**src/rtl/awb_gain_correct_pkg.sv**
```systemverilog
// Shared types, default parameters and helpers for the gray-world AWB stage.
package awb_pkg;

    localparam int ACC_W_DEF    = 32;
    localparam int FRAC_DEF     = 8;
    localparam int GAIN_W_DEF   = 10;
    localparam int GAIN_ONE_DEF = 1 << FRAC_DEF;
    localparam int GAIN_MIN_DEF = 64;
    localparam int GAIN_MAX_DEF = 1023;

    // Gain-computation sequencer: red division, blue division, publish.
    typedef enum logic [1:0] {
        IDLE  = 2'd0,
        DIV_R = 2'd1,
        DIV_B = 2'd2,
        DONE  = 2'd3
    } awb_state_e;

    // Clip a wide unsigned value to an 8-bit pixel.
    function automatic logic [7:0] sat8(input logic [31:0] v);
        return (v > 32'd255) ? 8'hFF : v[7:0];
    endfunction

endpackage

```
**src/rtl/awb_gain_correct_if.sv**
```systemverilog
// RGB888 video stream with frame/line/pixel qualifiers.
interface awb_video_if;
    logic       vsync;
    logic       href;
    logic       de;
    logic [7:0] red;
    logic [7:0] green;
    logic [7:0] blue;

    modport master (output vsync, href, de, red, green, blue);
    modport slave  (input  vsync, href, de, red, green, blue);
endinterface

```
**src/rtl/awb_gain_correct_divider.sv**
```systemverilog
// Unsigned restoring divider, one quotient bit per clock, MSB first.
// The quotient shifts into the dividend register as dividend bits leave it.
module awb_seq_divider #(
    parameter int DVD_W = 40,
    parameter int DVS_W = 32
) (
    input  logic             clk,
    input  logic             rst,
    input  logic             i_start,
    input  logic [DVD_W-1:0] i_dividend,
    input  logic [DVS_W-1:0] i_divisor,
    output logic             o_done,
    output logic [DVD_W-1:0] o_quotient,
    output logic             o_dbz
);
    localparam int CW = $clog2(DVD_W + 1);

    logic [DVD_W-1:0] r_dvd;
    logic [DVS_W-1:0] r_dvs;
    logic [DVS_W-1:0] r_rem;
    logic [CW-1:0]    r_cnt;
    logic             r_busy;
    logic             r_done;
    logic             r_dbz;

    logic [DVS_W:0]   w_rem_sh;
    logic             w_ge;
    logic [DVS_W-1:0] w_sub;

    // Partial remainder never reaches the divisor, so the shifted value fits DVS_W+1 bits
    // and the difference (taken only when w_ge) fits DVS_W bits.
    assign w_rem_sh = {r_rem, r_dvd[DVD_W-1]};
    assign w_ge     = (w_rem_sh >= {1'b0, r_dvs});
    assign w_sub    = w_rem_sh[DVS_W-1:0] - r_dvs;

    // Load on start, then iterate DVD_W times and pulse done.
    always_ff @(posedge clk) begin
        if (rst) begin
            r_dvd  <= '0;
            r_dvs  <= '0;
            r_rem  <= '0;
            r_cnt  <= '0;
            r_busy <= 1'b0;
            r_done <= 1'b0;
            r_dbz  <= 1'b0;
        end else begin
            r_done <= 1'b0;
            if (i_start) begin
                r_dvd  <= i_dividend;
                r_dvs  <= i_divisor;
                r_rem  <= '0;
                r_cnt  <= CW'(DVD_W);
                r_busy <= 1'b1;
                r_dbz  <= (i_divisor == '0);
            end else if (r_busy) begin
                r_dvd <= {r_dvd[DVD_W-2:0], w_ge};
                r_rem <= w_ge ? w_sub : w_rem_sh[DVS_W-1:0];
                r_cnt <= r_cnt - CW'(1);
                if (r_cnt == CW'(1)) begin
                    r_busy <= 1'b0;
                    r_done <= 1'b1;
                end
            end
        end
    end

    assign o_done     = r_done;
    assign o_quotient = r_dvd;
    assign o_dbz      = r_dbz;

endmodule

```
**src/rtl/awb_gain_correct.sv**
```systemverilog
// Gray-world auto white balance: per-frame R/G/B statistics, R and B gains
// relative to G computed in vertical blank, gains committed at frame start.
module awb_gain_correct
    import awb_pkg::*;
#(
    parameter int ACC_W    = ACC_W_DEF,
    parameter int FRAC     = FRAC_DEF,
    parameter int GAIN_W   = GAIN_W_DEF,
    parameter int GAIN_MIN = GAIN_MIN_DEF,
    parameter int GAIN_MAX = GAIN_MAX_DEF
) (
    input  logic              clk,
    input  logic              rst,
    input  logic              awb_en,
    awb_video_if.slave        per_img,
    awb_video_if.master       post_img,
    output logic [GAIN_W-1:0] gain_r,
    output logic [GAIN_W-1:0] gain_b,
    output logic              awb_busy
);
    localparam int QW = ACC_W + FRAC;
    localparam int MW = 8 + GAIN_W;
    localparam logic [GAIN_W-1:0] GAIN_ONE = GAIN_W'(1 << FRAC);

    // ---------------- apply path ----------------
    logic [MW-1:0]  r_mul_r;
    logic [MW-1:0]  r_mul_b;
    logic [7:0]     r_g1;
    logic [7:0]     r_post_r;
    logic [7:0]     r_post_g;
    logic [7:0]     r_post_b;
    logic [1:0][2:0] r_sync_pipe;   // {vsync, href, de} per stage

    logic [GAIN_W-1:0] r_gain_r;
    logic [GAIN_W-1:0] r_gain_b;

    // Stage 1: multiply by the active gains; de is ignored so latency is fixed.
    always_ff @(posedge clk) begin
        if (rst) begin
            r_mul_r <= '0;
            r_mul_b <= '0;
            r_g1    <= '0;
        end else begin
            r_mul_r <= MW'(per_img.red)  * MW'(r_gain_r);
            r_mul_b <= MW'(per_img.blue) * MW'(r_gain_b);
            r_g1    <= per_img.green;
        end
    end

    // Stage 2: drop the fractional bits and clip to 8 bits.
    always_ff @(posedge clk) begin
        if (rst) begin
            r_post_r <= '0;
            r_post_g <= '0;
            r_post_b <= '0;
        end else begin
            r_post_r <= sat8(32'(r_mul_r >> FRAC));
            r_post_g <= r_g1;
            r_post_b <= sat8(32'(r_mul_b >> FRAC));
        end
    end

    // Sync qualifiers travel alongside the data through two stages.
    always_ff @(posedge clk) begin
        if (rst) begin
            r_sync_pipe <= '0;
        end else begin
            r_sync_pipe[0] <= {per_img.vsync, per_img.href, per_img.de};
            r_sync_pipe[1] <= r_sync_pipe[0];
        end
    end

    assign post_img.vsync = r_sync_pipe[1][2];
    assign post_img.href  = r_sync_pipe[1][1];
    assign post_img.de    = r_sync_pipe[1][0];
    assign post_img.red   = r_post_r;
    assign post_img.green = r_post_g;
    assign post_img.blue  = r_post_b;

    // ---------------- statistics ----------------
    logic             r_vs_d;
    logic             w_frame_start;
    logic             w_frame_end;
    logic             w_acc_en;
    logic [ACC_W-1:0] r_sum_r;
    logic [ACC_W-1:0] r_sum_g;
    logic [ACC_W-1:0] r_sum_b;
    logic [ACC_W-1:0] r_lat_g;
    logic [ACC_W-1:0] r_lat_b;

    awb_state_e r_state;
    awb_state_e w_state_nxt;

    assign w_frame_start = per_img.vsync & ~r_vs_d;
    assign w_frame_end   = ~per_img.vsync & r_vs_d;
    assign w_acc_en      = per_img.vsync & per_img.de;

    // Saturating accumulate: a pinned sum still yields a sensible ratio.
    function automatic logic [ACC_W-1:0] acc_add(input logic [ACC_W-1:0] s, input logic [7:0] p);
        logic [ACC_W:0] t;
        t = {1'b0, s} + (ACC_W+1)'(p);
        return t[ACC_W] ? '1 : t[ACC_W-1:0];
    endfunction

    // Registered vsync for edge detection.
    always_ff @(posedge clk) begin
        if (rst) r_vs_d <= 1'b0;
        else     r_vs_d <= per_img.vsync;
    end

    // Frame accumulators; cleared at every frame end, snapshotted only when the divider is free.
    always_ff @(posedge clk) begin
        if (rst) begin
            r_sum_r <= '0;
            r_sum_g <= '0;
            r_sum_b <= '0;
            r_lat_g <= '0;
            r_lat_b <= '0;
        end else if (w_frame_end) begin
            if (r_state == IDLE) begin
                r_lat_g <= r_sum_g;
                r_lat_b <= r_sum_b;
            end
            r_sum_r <= '0;
            r_sum_g <= '0;
            r_sum_b <= '0;
        end else if (w_acc_en) begin
            r_sum_r <= acc_add(r_sum_r, per_img.red);
            r_sum_g <= acc_add(r_sum_g, per_img.green);
            r_sum_b <= acc_add(r_sum_b, per_img.blue);
        end
    end

    // ---------------- gain computation ----------------
    logic          w_div_start;
    logic [QW-1:0] w_div_dvd;
    logic [ACC_W-1:0] w_div_dvs;
    logic          w_div_done;
    logic [QW-1:0] w_div_q;
    logic          w_div_dbz;

    awb_seq_divider #(
        .DVD_W (QW),
        .DVS_W (ACC_W)
    ) u_div (
        .clk        (clk),
        .rst        (rst),
        .i_start    (w_div_start),
        .i_dividend (w_div_dvd),
        .i_divisor  (w_div_dvs),
        .o_done     (w_div_done),
        .o_quotient (w_div_q),
        .o_dbz      (w_div_dbz)
    );

    // Quotient to gain: zero divisor means no information, so stay neutral.
    function automatic logic [GAIN_W-1:0] clamp_gain(input logic [QW-1:0] q, input logic dbz);
        if (dbz)                 return GAIN_ONE;
        if (q < QW'(GAIN_MIN))   return GAIN_W'(GAIN_MIN);
        if (q > QW'(GAIN_MAX))   return GAIN_W'(GAIN_MAX);
        return q[GAIN_W-1:0];
    endfunction

    // Sequencer state register.
    always_ff @(posedge clk) begin
        if (rst) r_state <= IDLE;
        else     r_state <= w_state_nxt;
    end

    // Next state and divider launch. The red division reads the live sums on
    // the frame-end cycle; the blue one uses the snapshot taken then.
    always_comb begin
        w_state_nxt = r_state;
        w_div_start = 1'b0;
        w_div_dvd   = {r_sum_g, {FRAC{1'b0}}};
        w_div_dvs   = r_sum_r;
        case (r_state)
            IDLE: begin
                if (w_frame_end) begin
                    w_state_nxt = DIV_R;
                    w_div_start = 1'b1;
                end
            end
            DIV_R: begin
                if (w_div_done) begin
                    w_state_nxt = DIV_B;
                    w_div_start = 1'b1;
                    w_div_dvd   = {r_lat_g, {FRAC{1'b0}}};
                    w_div_dvs   = r_lat_b;
                end
            end
            DIV_B: begin
                if (w_div_done) w_state_nxt = DONE;
            end
            DONE:    w_state_nxt = IDLE;
            default: w_state_nxt = IDLE;
        endcase
    end

    logic [GAIN_W-1:0] r_pend_r;
    logic [GAIN_W-1:0] r_pend_b;
    logic              r_pend_vld;

    // Pending results and frame-start commit. Disable forces unity at once;
    // a fresh result only lands when the sequencer is idle.
    always_ff @(posedge clk) begin
        if (rst) begin
            r_gain_r   <= GAIN_ONE;
            r_gain_b   <= GAIN_ONE;
            r_pend_r   <= GAIN_ONE;
            r_pend_b   <= GAIN_ONE;
            r_pend_vld <= 1'b0;
        end else begin
            if (r_state == DIV_R && w_div_done) r_pend_r <= clamp_gain(w_div_q, w_div_dbz);
            if (r_state == DIV_B && w_div_done) r_pend_b <= clamp_gain(w_div_q, w_div_dbz);
            if (r_state == DONE)                r_pend_vld <= 1'b1;
            if (w_frame_start) begin
                if (!awb_en) begin
                    r_gain_r <= GAIN_ONE;
                    r_gain_b <= GAIN_ONE;
                end else if (r_state == IDLE && r_pend_vld) begin
                    r_gain_r   <= r_pend_r;
                    r_gain_b   <= r_pend_b;
                    r_pend_vld <= 1'b0;
                end
            end
        end
    end

    assign gain_r   = r_gain_r;
    assign gain_b   = r_gain_b;
    assign awb_busy = (r_state != IDLE);

endmodule

```
**src/flat_wrapper.sv**
```systemverilog
// flat-port wrapper written by rule: the top's interface ports become plain ports
module awb_gain_correct_flat import awb_pkg::*;
#(
    parameter int ACC_W    = ACC_W_DEF,
    parameter int FRAC     = FRAC_DEF,
    parameter int GAIN_W   = GAIN_W_DEF,
    parameter int GAIN_MIN = GAIN_MIN_DEF,
    parameter int GAIN_MAX = GAIN_MAX_DEF
)
  (clk, rst, awb_en, gain_r, gain_b, awb_busy, per_img_vsync, per_img_href, per_img_de, per_img_red, per_img_green, per_img_blue, post_img_vsync, post_img_href, post_img_de, post_img_red, post_img_green, post_img_blue);
  awb_video_if per_img_i ();
  awb_video_if post_img_i ();
  input  logic clk;
  input  logic rst;
  input  logic awb_en;
  output logic [GAIN_W-1:0] gain_r;
  output logic [GAIN_W-1:0] gain_b;
  output logic awb_busy;
  input wire logic [$bits(per_img_i.vsync)-1:0] per_img_vsync;
  input wire logic [$bits(per_img_i.href)-1:0] per_img_href;
  input wire logic [$bits(per_img_i.de)-1:0] per_img_de;
  input wire logic [$bits(per_img_i.red)-1:0] per_img_red;
  input wire logic [$bits(per_img_i.green)-1:0] per_img_green;
  input wire logic [$bits(per_img_i.blue)-1:0] per_img_blue;
  output wire logic [$bits(post_img_i.vsync)-1:0] post_img_vsync;
  output wire logic [$bits(post_img_i.href)-1:0] post_img_href;
  output wire logic [$bits(post_img_i.de)-1:0] post_img_de;
  output wire logic [$bits(post_img_i.red)-1:0] post_img_red;
  output wire logic [$bits(post_img_i.green)-1:0] post_img_green;
  output wire logic [$bits(post_img_i.blue)-1:0] post_img_blue;
  assign per_img_i.vsync = per_img_vsync;
  assign per_img_i.href = per_img_href;
  assign per_img_i.de = per_img_de;
  assign per_img_i.red = per_img_red;
  assign per_img_i.green = per_img_green;
  assign per_img_i.blue = per_img_blue;
  assign post_img_vsync = post_img_i.vsync;
  assign post_img_href = post_img_i.href;
  assign post_img_de = post_img_i.de;
  assign post_img_red = post_img_i.red;
  assign post_img_green = post_img_i.green;
  assign post_img_blue = post_img_i.blue;
  awb_gain_correct #(.ACC_W(ACC_W), .FRAC(FRAC), .GAIN_W(GAIN_W), .GAIN_MIN(GAIN_MIN), .GAIN_MAX(GAIN_MAX)) u_core (.clk(clk), .rst(rst), .awb_en(awb_en), .per_img(per_img_i), .post_img(post_img_i), .gain_r(gain_r), .gain_b(gain_b), .awb_busy(awb_busy));
endmodule
```
**config.mk**
```make
export PLATFORM = sky130hd
export DESIGN_NAME = awb_gain_correct_flat
export DESIGN_NICKNAME = d
export VERILOG_FILES = /design/src/rtl/awb_gain_correct_pkg.sv /design/src/rtl/awb_gain_correct_if.sv /design/src/rtl/awb_gain_correct_divider.sv /design/src/rtl/awb_gain_correct.sv /design/src/flat_wrapper.sv
export SDC_FILE = /design/constraint.sdc
export NUM_CORES = 1
export LEC_CHECK = 0
export BUFFER_PORTS_ARGS = -buffer_cell sky130_fd_sc_hd__buf_2
export CORE_AREA = 2 2 225 227
export DETAILED_ROUTE_END_ITERATION = 8
export DIE_AREA = 0 0 227 229
export PLACE_DENSITY_LB_ADDON = 0.12
export RECOVER_POWER = 50
export SLEW_MARGIN = 20
export SYNTH_ARGS = -nofsm -noshare
export SYNTH_HDL_FRONTEND = slang
export SYNTH_SLANG_ARGS = --single-unit
```
**constraint.sdc**
```tcl
create_clock -name clk -period 12.22 [get_ports clk]
set_clock_uncertainty 0.15 [all_clocks]
set_input_delay 1.222 -clock clk [delete_from_list [all_inputs] [get_ports clk]]
set_output_delay 1.222 -clock clk [all_outputs]
set_load 0.05 [all_outputs]
```
## Word level (Yosys, flattened, before mapping)

Index checks and enable logic that the tools add are counted.

| operators by class | value |
|---|---|
| $add $sub $neg | 5 |
| multiply operators | 2 |
| magnitude comparators | 5 |
| equal/unequal tests | 8 |
| multiplexer cells | 63 |
| bitwise gates (word level) | 6 |
| reduce and logical (&&, ||, !) cells | 13 |

Operators by type and width:

| kind | number |
|---|---|
| 32-bit 2-to-1 mux | 6 |
| 40-bit 2-to-1 mux | 4 |
| 10-bit 2-to-1 mux | 13 |
| 32-bit by 8-bit adder with 33-bit output | 3 |
| 40-bit by 10-bit > comparator with 1-bit output, second input constant | 1 |
| 40-bit by 7-bit < comparator with 1-bit output, second input constant | 1 |
| 8-bit by 10-bit multiplier with 18-bit output | 2 |
| 33-bit by 32-bit >= comparator with 1-bit output | 1 |
| 32-bit zero test | 1 |
| 32-bit subtractor | 1 |
| 1-bit 2-to-1 mux | 31 |
| 10-bit by 8-bit > comparator with 1-bit output, second input constant | 2 |
| 8-bit 2-to-1 mux | 2 |
| 6-bit 2-to-1 mux | 2 |
| 2-bit case mux with 4 select lines | 1 |
| 6-bit by 1-bit equality test with 1-bit output, second input constant | 1 |
| 2-bit 2-to-1 mux | 3 |
| 6-bit by 1-bit subtractor with 6-bit output, second input constant | 1 |
| 2-bit equality test, second input constant | 2 |
| 2-bit by 1-bit inequality test with 1-bit output, second input constant | 2 |
| 2-bit inequality test, second input constant | 2 |
| 2-bit AND reduction | 2 |
| 2-bit nonzero test | 2 |
| 2-bit OR reduction | 2 |
| 8 further kinds | 14 |

| storage, ports and cells | value |
|---|---|
| register bits after elaboration | 391 |
| input port bits | 30 |
| output and inout port bits | 48 |
| logic and storage cells | 130 |

## Logic depth before layout (Yosys ltp)

| depth | value |
|---|---|
| word-level depth | 14 |
| mapped depth | 19 |
| depth with buffers taken out | 19 |

## Hierarchy

From an unflattened synthesis, not the netlist that was laid out.

| second synthesis, totals | value |
|---|---|
| cell total of the unflattened synthesis | 2860 |
| area, all modules | 22933.2 µm² |

By module, submodules not included:

| module | times used | cells each | area an instance (µm²) | seq. area each (µm²) |
|---|---|---|---|---|
| awb_gain_correct | 1 | 2008 | 16283.1 | 5225.0 |
| awb_seq_divider | 1 | 852 | 6650.1 | 2262.2 |

## Worst setup path before layout

No wires, ideal clock.

| path | value |
|---|---|
| path type | in2reg |
| start point | input port per_img_blue[4] |
| end point | register u_core.r_mul_b[17] |
| setup time | 0.128 ns |
| data arrival time | 5.340 ns |
| data required time | 11.942 ns |
| slack | 6.602 ns |
| cell stages on the path | 17 |
| buffers on the path | 0 |
| cell sequence | and2_1 > fa_1 > fa_1 > inv_1 > fa_1 > inv_1 > fa_1 > ha_1 > o21a_1 > o21ai_0 > o21ai_0 > a2111oi_0 > o311ai_0 > nor3_1 > a21oi_1 > xnor2_1 > nor2_1 |

| on the way | value |
|---|---|
| cells in the longest elaborated chain, start to end | 1 |

RTL lines:

| what | line | text |
|---|---|---|
| start: declaration | flat_wrapper.sv:24 | `input wire logic [$bits(per_img_i.blue)-1:0] per_img_blue;` |
| 8-bit by 10-bit multiplier with 18-bit output | awb_gain_correct.sv:45 | `r_mul_b <= MW'(per_img.blue) * MW'(r_gain_b);` |
| end signal: assignment | awb_gain_correct.sv:45 |  |
| end: declaration | awb_gain_correct.sv:27 | `logic [MW-1:0] r_mul_b;` |

Every way passes these cells.
A chain may end at the register's enable or synchronous reset.

## Worst setup path in the final report

| path | value |
|---|---|
| start point | input port rst |
| end point | register u_core.u_div.r_done (netlist: u_core.u_div.o_done) |

| on the way | value |
|---|---|
| cells in the longest elaborated chain, start to end | 1 |

RTL lines:

| what | line | text |
|---|---|---|
| start: declaration | flat_wrapper.sv:14 | `input logic rst;` |
| 3-bit OR reduction (no line) | - |  |
| end signal: assignment | awb_gain_correct_divider.sv:44 | `r_done <= 1'b0;` |
| end signal: assignment | awb_gain_correct_divider.sv:47 | `r_done <= 1'b0;` |
| end signal: assignment | awb_gain_correct_divider.sv:61 | `r_done <= 1'b1;` |
| end: declaration | awb_gain_correct_divider.sv:23 | `logic r_done;` |

Every way passes these cells.

==> flow_metrics.env <==
export IMPL_gp_congestion=0.8780
export IMPL_viasPerCell=5.438
export IMPL_wl_met1_mm=26.94
export IMPL_drc=0
export IMPL_clkTransAtPathRegs_ns=0.06
export IMPL_std_cell_rows=82
export IMPL_antenna_cells=0
export IMPL_reg2reg_to="u_core.r_mul_r[12]"
export IMPL_setup_tns_ns=0
export IMPL_dp_cells=3313
export IMPL_top_layer="met5"
export IMPL_numClockSinks=374
export IMPL_synth_mux_area_share_pct=1.907
export IMPL_overflow=0
export IMPL_io_buffers=77
export IMPL_irDropWorstVdd_mv=0.1185
export IMPL_hold_violations=0
export IMPL_relSlewSlack_pct=-158.5
export IMPL_clk_latency_ns=0.58
export IMPL_rr_startpoint="u_core.gain_r[2]"
export IMPL_fin_cells=3394
export IMPL_start_kind="input pin"
export IMPL_syn_area_per_cell_um2=8.242
export IMPL_hp_class="reg2reg"
export IMPL_cts_buffer_depth=3
export IMPL_violations="capacitance limit, slew limit"
export IMPL_multi_input_area_mm2=0.01341
export IMPL_antenna_found_initial=1
export IMPL_cts_buffers=44
export IMPL_dp_hpwl_mm=41.03
export IMPL_finalCriticalPeriod_ns=7.588
export IMPL_synthArstFlopShare_pct=0
export IMPL_clockRootBuffer="clkbuf_16"
export IMPL_final_setup_viol_count=0
export IMPL_syn2layout_area_growth_pct=10.79
export IMPL_seq_area_mm2=0.007491
export IMPL_synth_compound_area_share_pct=15.35
export IMPL_start_util_pct=44.40
export IMPL_p_leak_nw=10.11
export IMPL_worst_pin_slew_ns=3.878
export IMPL_post_cts_setup_buffers=0
export IMPL_htree_levels=2
export IMPL_grt_pass1_vias=17840
export IMPL_vias=18460
export IMPL_postRouteWirelength_mm=58.57
export IMPL_yosysWarnings=0
export IMPL_nNetsFinal=2947
export IMPL_fmax_mhz=131.8
export IMPL_wl_met2_mm=26.70
export IMPL_num_fill_cells=4974
export IMPL_criticalPathCategory="in2reg"
export IMPL_drt_iter0_markers=1228
export IMPL_synth_main_ff_cell="dfxtp_1"
export IMPL_synth_seq_cells=374
export IMPL_yosys_top_cells_area="dfxtp_1, fa_1, ha_1, nand2_1, a21oi_1"
export IMPL_holdBufCountCts=0
export IMPL_reg2reg_slack_ns=6.62
export IMPL_die_x_um=227
export IMPL_post_drt_wl_per_cell_um=17.26
export IMPL_dieArea_mm2=0.05198
export IMPL_worstRegToRegCells=17
export IMPL_wl_met3_mm=3.087
export IMPL_p_per_area_mw_per_mm2=145.6
export IMPL_holdPathEnd="u_core.post_img.green[4]"
export IMPL_synth_top_area_share_pct=33.96
export IMPL_syn_area_mm2=0.02205
export IMPL_syn_num_nets=2935
export IMPL_grt_usage_pct=22.46
export IMPL_ys_seq_area_share_pct=33.96
export IMPL_post_route_cells_drive_above_1_share_pct=5.400
export IMPL_pin_count=78
export IMPL_cap_violations=3
export IMPL_rsz0062_at_grt="no"
export IMPL_dr_pass1_iters=5
export IMPL_synth_top_family_by_area="simple AND/OR/NAND/NOR gates"
export IMPL_synth_xor_area_share_pct=4.171
export IMPL_synthSimpleGateAreaFrac_pct=22.80
export IMPL_grt_max_degree=96
export IMPL_worst_ep_required_time_ns=12.45
export IMPL_status="complete, but fails checks"
export IMPL_core_mm2=0.04966
export IMPL_ys_types=66
export IMPL_cp_end_kind="flip-flop"
export IMPL_synth_top_cell_by_area="dfxtp_1"
export IMPL_cts_resized_gates=0
export IMPL_min_period_over_period_pct=62.10
export IMPL_crit_arrival_ns=7.82
export IMPL_synthCells=2675
export IMPL_tritoncts="yes"
export IMPL_hold_path_depth=1
export IMPL_cp_max_fo=80
export IMPL_die_y_um=229
export IMPL_grt_pass1_wl_mm=94.12
export IMPL_synth_edf_count=0
export IMPL_timing_final_max_slew_violations=243
export IMPL_drtAntennaViolNets=0
export IMPL_min_delay_start="u_core.r_g1[4]"
export IMPL_yosys_area_share_adder_pct=16.39
flip-flops by register name, indices dropped and copies added, names as in the netlist, 10 cells and up:
signal and flops:
u_core.r_mul_b 10, u_core.r_lat_b 32, u_core.r_pend_b 10, u_core.r_sum_b 32, u_core.gain_b 10, u_core.r_sum_r 32
u_core.u_div.o_quotient 40, u_core.r_lat_g 32, u_core.u_div.r_dvs 32, u_core.u_div.r_rem 32, u_core.r_pend_r 10, u_core.gain_r 10
u_core.r_sum_g 32, u_core.r_mul_r 10
metrics by stage:
step / setup WS (ns) / utilization (%) / hold WS, ns / power (mW) / instance area, um^2
6_report: 4.632 / 49.19 / 0.2808 / 3.557 / 24430
5_1_grt: 4.080 / 49.19 / 0.3020 / 3.736 / 24430
4_1_cts: 6.426 / 49.34 / 0.2803 / 3.592 / 24500
3_5_place_dp: 5.777 / 46.21 / 0.2704 / 2.171 / 22950
3_3_place_gp: 5.871 / 46.21 / 0.2657 / 2.166 / 22950
2_1_floorplan: 6.602 / - / 0.2638 / 1.981 / 22050
worst max-delay path, cell delays in order:
cell	delay, ns
clkbuf_1	2.67
clkbuf_1	2.58
or3_1	1.03
nor2_1	0.26
routing by layer:
layer	global-route usage (%)	vias to the layer above
li1	-	9131
met1	30.19	8836
met2	36.10	376
met3	4.041	113
met4	7.966	2
met5	0	-
report_power, final:
group | internal, mW | switching [mW] | leakage [nW]
clock network | 0.861 | 0.544 | 0.777
registers | 1.27 | 0.0474 | 3.04
logic | 0.336 | 0.496 | 6.30
area by class of cell:
cell class,instances,area share [%]
clock buffer,59,5.235
multi-input combinational,1985,54.89
clock inverter,22,1.122
tap,672,3.442
timing repair buffer,90,1.696
sequential,374,30.67
inverter,192,2.951
cell usage after synthesis (all sizes together), types with 30 or more instances:
library cell and instances:
a21oi 236, a311oi 35, and2 147, clkbuf 115, dfxtp 374, fa 98
ha 132, inv 192, mux2i 42, nand2 333, nand3 30, nor2 250
nor2b 66, nor3 83, o21ai 122, o22ai 37, xnor2 65, xor2 40
kinds of logic after synthesis:
family                     after synthesis
AOI/OAI and AO/OA                      561
DFF                                    374
and+or+nand+nor                       1047
muxes                                   42
xor gates and xnor gates               105
buffers and inverters                  316
adders and majority gates              230
placed cells by master (no fill, tap or decap), types with 82 or more instances in the layout:
cell type	n
nand2_1	331
and2_1	144
nor3_1	82
fa_1	98
o21ai_0	122
inv_1	192
ha_1	132
nor2_1	247
a21oi_1	235
dfxtp_1	373
worst max path at each step:
stage,from,endpoint,cells after the start
CTS,per_img_red[4],u_core.r_mul_r[12],18
global placement,per_img_red[4],u_core.r_mul_r[12],18
global route,rst,u_core.u_div.o_done,4
detailed placement,per_img_red[4],u_core.r_mul_r[12],18
finish,rst,u_core.u_div.o_done,4
floorplan,per_img_blue[4],u_core.r_mul_b[17],17
No activity file was read; power rests on OpenSTA's default activity.
